File: config.mk
export PLATFORM = sky130hd
export DESIGN_NAME = led_step_ctrl
export DESIGN_NICKNAME = d
export VERILOG_FILES = /design/src/rtl/led_step_ctrl.sv
export SDC_FILE = /design/constraint.sdc
export NUM_CORES = 1
export LEC_CHECK = 0
export BUFFER_PORTS_ARGS = -buffer_cell sky130_fd_sc_hd__buf_2
export CORE_MARGIN = 3
export CORE_UTILIZATION = 53
export DETAILED_ROUTE_END_ITERATION = 10
export PLACE_DENSITY = 0.83
export SLEW_MARGIN = 10
export SYNTH_ARGS = -nofsm -noshare
export SYNTH_HDL_FRONTEND = slang
export SYNTH_SLANG_ARGS = --single-unit
export TNS_END_PERCENT = 100
File: constraint.sdc
create_clock -name clk -period 1.84 [get_ports clk]
set_input_delay 0.552 -clock clk [delete_from_list [all_inputs] [get_ports clk]]
set_output_delay 0.552 -clock clk [all_outputs]
set_load 0.05 [all_outputs]
File: src/rtl/led_step_ctrl.sv
// rtl/led_step_ctrl.sv - one-hot LED step sequencer with debounced run/pause button
module led_step_ctrl #(
  parameter int DEBOUNCE_CYCLES = 4,
  parameter int STEP_DIV        = 4
) (
  input  logic       clk,
  input  logic       rst_n,
  input  logic       button,
  input  logic [1:0] mode,
  output logic [7:0] led,
  output logic       running,
  output logic       step
);

  localparam int DW = (DEBOUNCE_CYCLES > 1) ? $clog2(DEBOUNCE_CYCLES) : 1;
  localparam int PW = (STEP_DIV > 1) ? $clog2(STEP_DIV) : 1;
  localparam logic [DW-1:0] DEB_LAST = DW'(DEBOUNCE_CYCLES - 1);
  localparam logic [PW-1:0] PRE_LAST = PW'(STEP_DIV - 1);

  typedef enum logic {PAUSED = 1'b0, RUNNING = 1'b1} run_state_t;

  run_state_t    state;
  logic          sync1;
  logic          btn_s;
  logic          deb;
  logic          deb_d;
  logic          press;
  logic [DW-1:0] deb_cnt;
  logic [PW-1:0] pre;
  logic          dir_right;

  assign running = (state == RUNNING);
  assign step    = running && (pre == PRE_LAST);

  always_ff @(posedge clk or negedge rst_n) begin
    if (!rst_n) begin
      sync1 <= 1'b0;
      btn_s <= 1'b0;
    end else begin
      sync1 <= button;
      btn_s <= sync1;
    end
  end

  // A change is accepted only after it has persisted DEBOUNCE_CYCLES cycles.
  always_ff @(posedge clk or negedge rst_n) begin
    if (!rst_n) begin
      deb     <= 1'b0;
      deb_d   <= 1'b0;
      deb_cnt <= '0;
      press   <= 1'b0;
    end else begin
      deb_d <= deb;
      press <= deb && !deb_d;
      if (btn_s != deb) begin
        if (deb_cnt == DEB_LAST) begin
          deb     <= btn_s;
          deb_cnt <= '0;
        end else begin
          deb_cnt <= deb_cnt + 1'b1;
        end
      end else begin
        deb_cnt <= '0;
      end
    end
  end

  always_ff @(posedge clk or negedge rst_n) begin
    if (!rst_n) begin
      state <= PAUSED;
      pre   <= '0;
    end else begin
      case (state)
        PAUSED: begin
          pre <= '0;
          if (press) state <= RUNNING;
        end
        RUNNING: begin
          if (press) begin
            state <= PAUSED;
            pre   <= '0;
          end else begin
            pre <= (pre == PRE_LAST) ? '0 : pre + 1'b1;
          end
        end
        default: state <= PAUSED;
      endcase
    end
  end

  // Bounce reflects at either end so each end value is shown for exactly one step.
  always_ff @(posedge clk or negedge rst_n) begin
    if (!rst_n) begin
      led       <= 8'h01;
      dir_right <= 1'b0;
    end else if (step) begin
      case (mode)
        2'b00: led <= {led[6:0], led[7]};
        2'b01: led <= {led[0], led[7:1]};
        2'b10: begin
          if (!dir_right) begin
            if (led == 8'h80) begin
              dir_right <= 1'b1;
              led       <= 8'h40;
            end else begin
              led <= {led[6:0], 1'b0};
            end
          end else begin
            if (led == 8'h01) begin
              dir_right <= 1'b0;
              led       <= 8'h02;
            end else begin
              led <= {1'b0, led[7:1]};
            end
          end
        end
        default: led <= led;
      endcase
    end
  end

endmodule
==> summary.txt <==
GRT
  • GRT Residual Overflow: 0
  • Largest net degree at the start of global routing: 20
  • Number of global-route vias before repair: ~700
  • Gr usage total: around 20%
  • Antenna violations before repair: 0
  • First-pass GRT wire length: about 3100 um

Worst setup path
  • CP Capture Type: primary output
  • Type of the worst setup path: flip-flop to primary output
  • Arrival time worst endpoint: 1.19 ns
  • Critical Path RT: between 1 and 1.5 ns
  • Max stage delay on crit path: about 0.4 ns
  • Critical Path Start Type: flip-flop
  • Crit Path Max Fanout: 3
  • Critical path cell sequence: ha_2 -> and2_4 -> buf_8
  • Slowest cell on the critical path: dfrtp_1

Cells and area
  • Number of diodes: 0
  • Commonest non-fill, non-tap cell in the layout: dfrtp_1
  • Final core occ: 68.3%
  • NumNets Final: between 100 and 150
  • Area Overhead vs Synth: 18.4%
  • Layout fillers: 120
  • Layout cells sized above 1: ~30%
  • Design area: about 1100 um2
  • Commonest non-fill, non-tap cells in the layout: 18 x dfrtp_1, 13 x buf_2, 11 x nand2_1

Clock network
  • H-Tree Depth: 1
  • Clock Latency Late Sink: approximately 0.3 ns
  • CTS Hold Buffers Added: 0
  • TritonCTS buffer count: 3
  • CTS tree: built
  • CTS max path bufs: 2
  • Clock sinks: 19
  • Clk root buf: clkbuf_4
  • Worst-path clk slew: approximately 0.11 ns

Routing
  • Iter 0 DRT Violations: 19
  • DRC: 0
  • Via count: 702
  • Antenna-violating nets left: 0
  • WL final: between 1500 and 2000 um
  • WL/cell: between 10 and 15 um
  • Post-DR vias/cell: around 5.9
  • First-pass detailed-route iteration total: 4

Synth
  • Synthesized net count: 93
  • Synth async-reset ratio: 100%
  • Post-synth EDFFs: 0
  • Post-synthesis sequential area ratio: a little over half
  • FF+latch count, synth: 19
  • Netlist cell types: 30
  • Synth warn: 0
  • Post-synthesis cell area: 900 um2
  • Mapped Cells: 83
  • Synthesized area per cell: 10.8 um2
  • Post-synth top flop: dfrtp_1

Hold path
  • Worst hold path class: primary input to async pin

Floorplan
  • Initial Utilization: slightly below 60%
  • Chip height: between 40 and 50 um
  • Die width: around 47 um
  • IO Pins: 15
  • Die Area: approximately 2200 um2
  • Total core area: 1560 um2
  • Row Count: 14

Placed design
  • Gpl congestion: 0.799
  • Port Buf Inserts: 14
  • Placed cell areas: between 1000 and 1500 um2
  • DP Wirelength: approximately 1300 um

STA
  • Fmax: about 570 MHz
  • Count of final hold-check violations: 0
  • Final setup vio count: 0
  • Final Skew: between 0.002 and 0.0025 ns
  • Least-Margin Pin Slew: 0.406 ns
  • RSZ-0062 raised after global routing: false
  • Post-layout minimum cycle time: roughly 1.7 ns
  • Slew Viols, Final: 0
  • Setup TNS Final: 0 ns
  • Max_slew headroom: approximately 73%
  • Tcrit/Tclk final: 94.5%

Power
  • Seq pwr share: between 40% and 50%
  • PwrDens: about 1600 nW/um2
  • Peak VDD IR: roughly 0.00096 V
  • P_leak: approximately 0.52 nW
  • Combinational share of power: between 40% and 50%
  • Internal: between 0.0009 and 0.001 W
  • Sw frac: between 40% and 50%
  • Tot Pwr: 0.00168 W
  • Clock power share: about an eighth
  • Switching power: approximately 0.00077 W

Status
  • Status: completed

Run
  • Max Cap Violations: 0
## flip-flops by register name, summed over array words and instances (netlist names)
name,cells
btn_s,1
deb,1
deb_cnt,2
deb_d,1
dir_right,1
led,8
pre,2
press,1
running,1
sync1,1
## what timing repair did
item / 4_1_cts / 5_1_grt
endpoints found under the setup margin: 1 / 1
pin swaps: 0 / 0
buffers inserted: 1 / 0
gates resized for setup: 2 / 3
## cell type report
class	count	area, um2	area share, %
clock buffer	3	22.5	2.12
clock inverter	1	7.51	0.705
inverter	4	15.0	1.41
multi-input combinational	57	398	37.4
sequential	19	477	44.8
tap	16	20.0	1.88
timing repair buffer	20	125	11.8
## metrics by stage
step / worst slack (ns) / instances / hold WS, ns
4_1_cts: 0.0196 / 120 / 0.166
3_5_place_dp: -0.0277 / 115 / 0.342
5_1_grt: 0.0267 / 120 / 0.152
6_report: 0.101 / 120 / 0.162
2_1_floorplan: 0.0954 / 83 / 0.256
3_3_place_gp: 0.0197 / 115 / 0.335
## metal layers
| layer | track usage (%) | vias to the layer above | routed length (um) |
|---|---|---|---|
| met5 | 0 | - | 0 |
| met4 | 14.4 | 0 | 57 |
| met3 | 5.36 | 7 | 91 |
| met2 | 31.7 | 23 | 878 |
| met1 | 24.6 | 333 | 744 |
| li1 | - | 339 | - |
## worst max-delay path: cells and delay by family (launching register included)
family,cells,cell delay (ns)
adder cells (fa/ha/maj),1,0.19
buffers and inverters,1,0.14
flip-flops,1,0.40
AND/OR/NAND/NOR,1,0.15
## power groups by stage
| stage | clock [W] | combinational, W | sequential, W |
|---|---|---|---|
| after floorplan | 0 | 0.000289 | 0.000959 |
| after global placement | 0 | 0.000687 | 0.000721 |
| after detailed placement | 0 | 0.000707 | 0.000733 |
| after CTS | 0.000226 | 0.000731 | 0.000723 |
| after global routing | 0.000255 | 0.000799 | 0.000754 |
| final | 0.000215 | 0.000733 | 0.000727 |
## kinds of logic (layout without fill, tap and decap cells)
| group | Yosys count | after routing | synth area share (%) |
|---|---|---|---|
| AND/OR/NAND/NOR | 26 | 26 | 16.3 |
| AO/OA/AOI/OAI | 23 | 23 | 17.2 |
| flip-flops | 19 | 19 | 53.0 |
| buffers and inverters | 7 | 28 | 3.34 |
| adder cells (fa/ha/maj) | 5 | 5 | 6.95 |
| XOR/XNOR | 2 | 2 | 1.95 |
| multiplexers | 1 | 1 | 1.25 |
## final timing paths
check | start | endpoint | slack, ns | depth (start not counted)
setup / recovery | pre[0] | step | 0.10 | 3
hold / removal | rst_n | dir_right | 0.16 | 1
setup reg to reg | led[1] | led[6] | 0.39 | 4
hold reg to reg | sync1 | btn_s | 0.36 | 0
max in group asynchronous | rst_n | led[0] | 1.36 | 1
min in group clk | button | sync1 | 0.35 | 1
## synthesized netlist by cell type, types with 2 or more instances
| cell type | count | area share (%) |
|---|---|---|
| dfrtp_1 | 18 | 50 |
| nand2_1 | 11 | 4.6 |
| a21oi_1 | 5 | 2.8 |
| ha_1 | 5 | 7.0 |
| inv_1 | 4 | 1.7 |
| nor2b_1 | 4 | 2.8 |
| a22oi_1 | 3 | 2.5 |
| nor2_1 | 3 | 1.3 |
| o21ai_0 | 3 | 1.7 |
| o21ai_1 | 3 | 1.7 |
| a221oi_1 | 2 | 1.9 |
| a22o_1 | 2 | 1.9 |
| clkbuf_2 | 2 | 1.1 |
| o311ai_1 | 2 | 1.9 |
No activity file was read; power rests on OpenSTA's default activity.
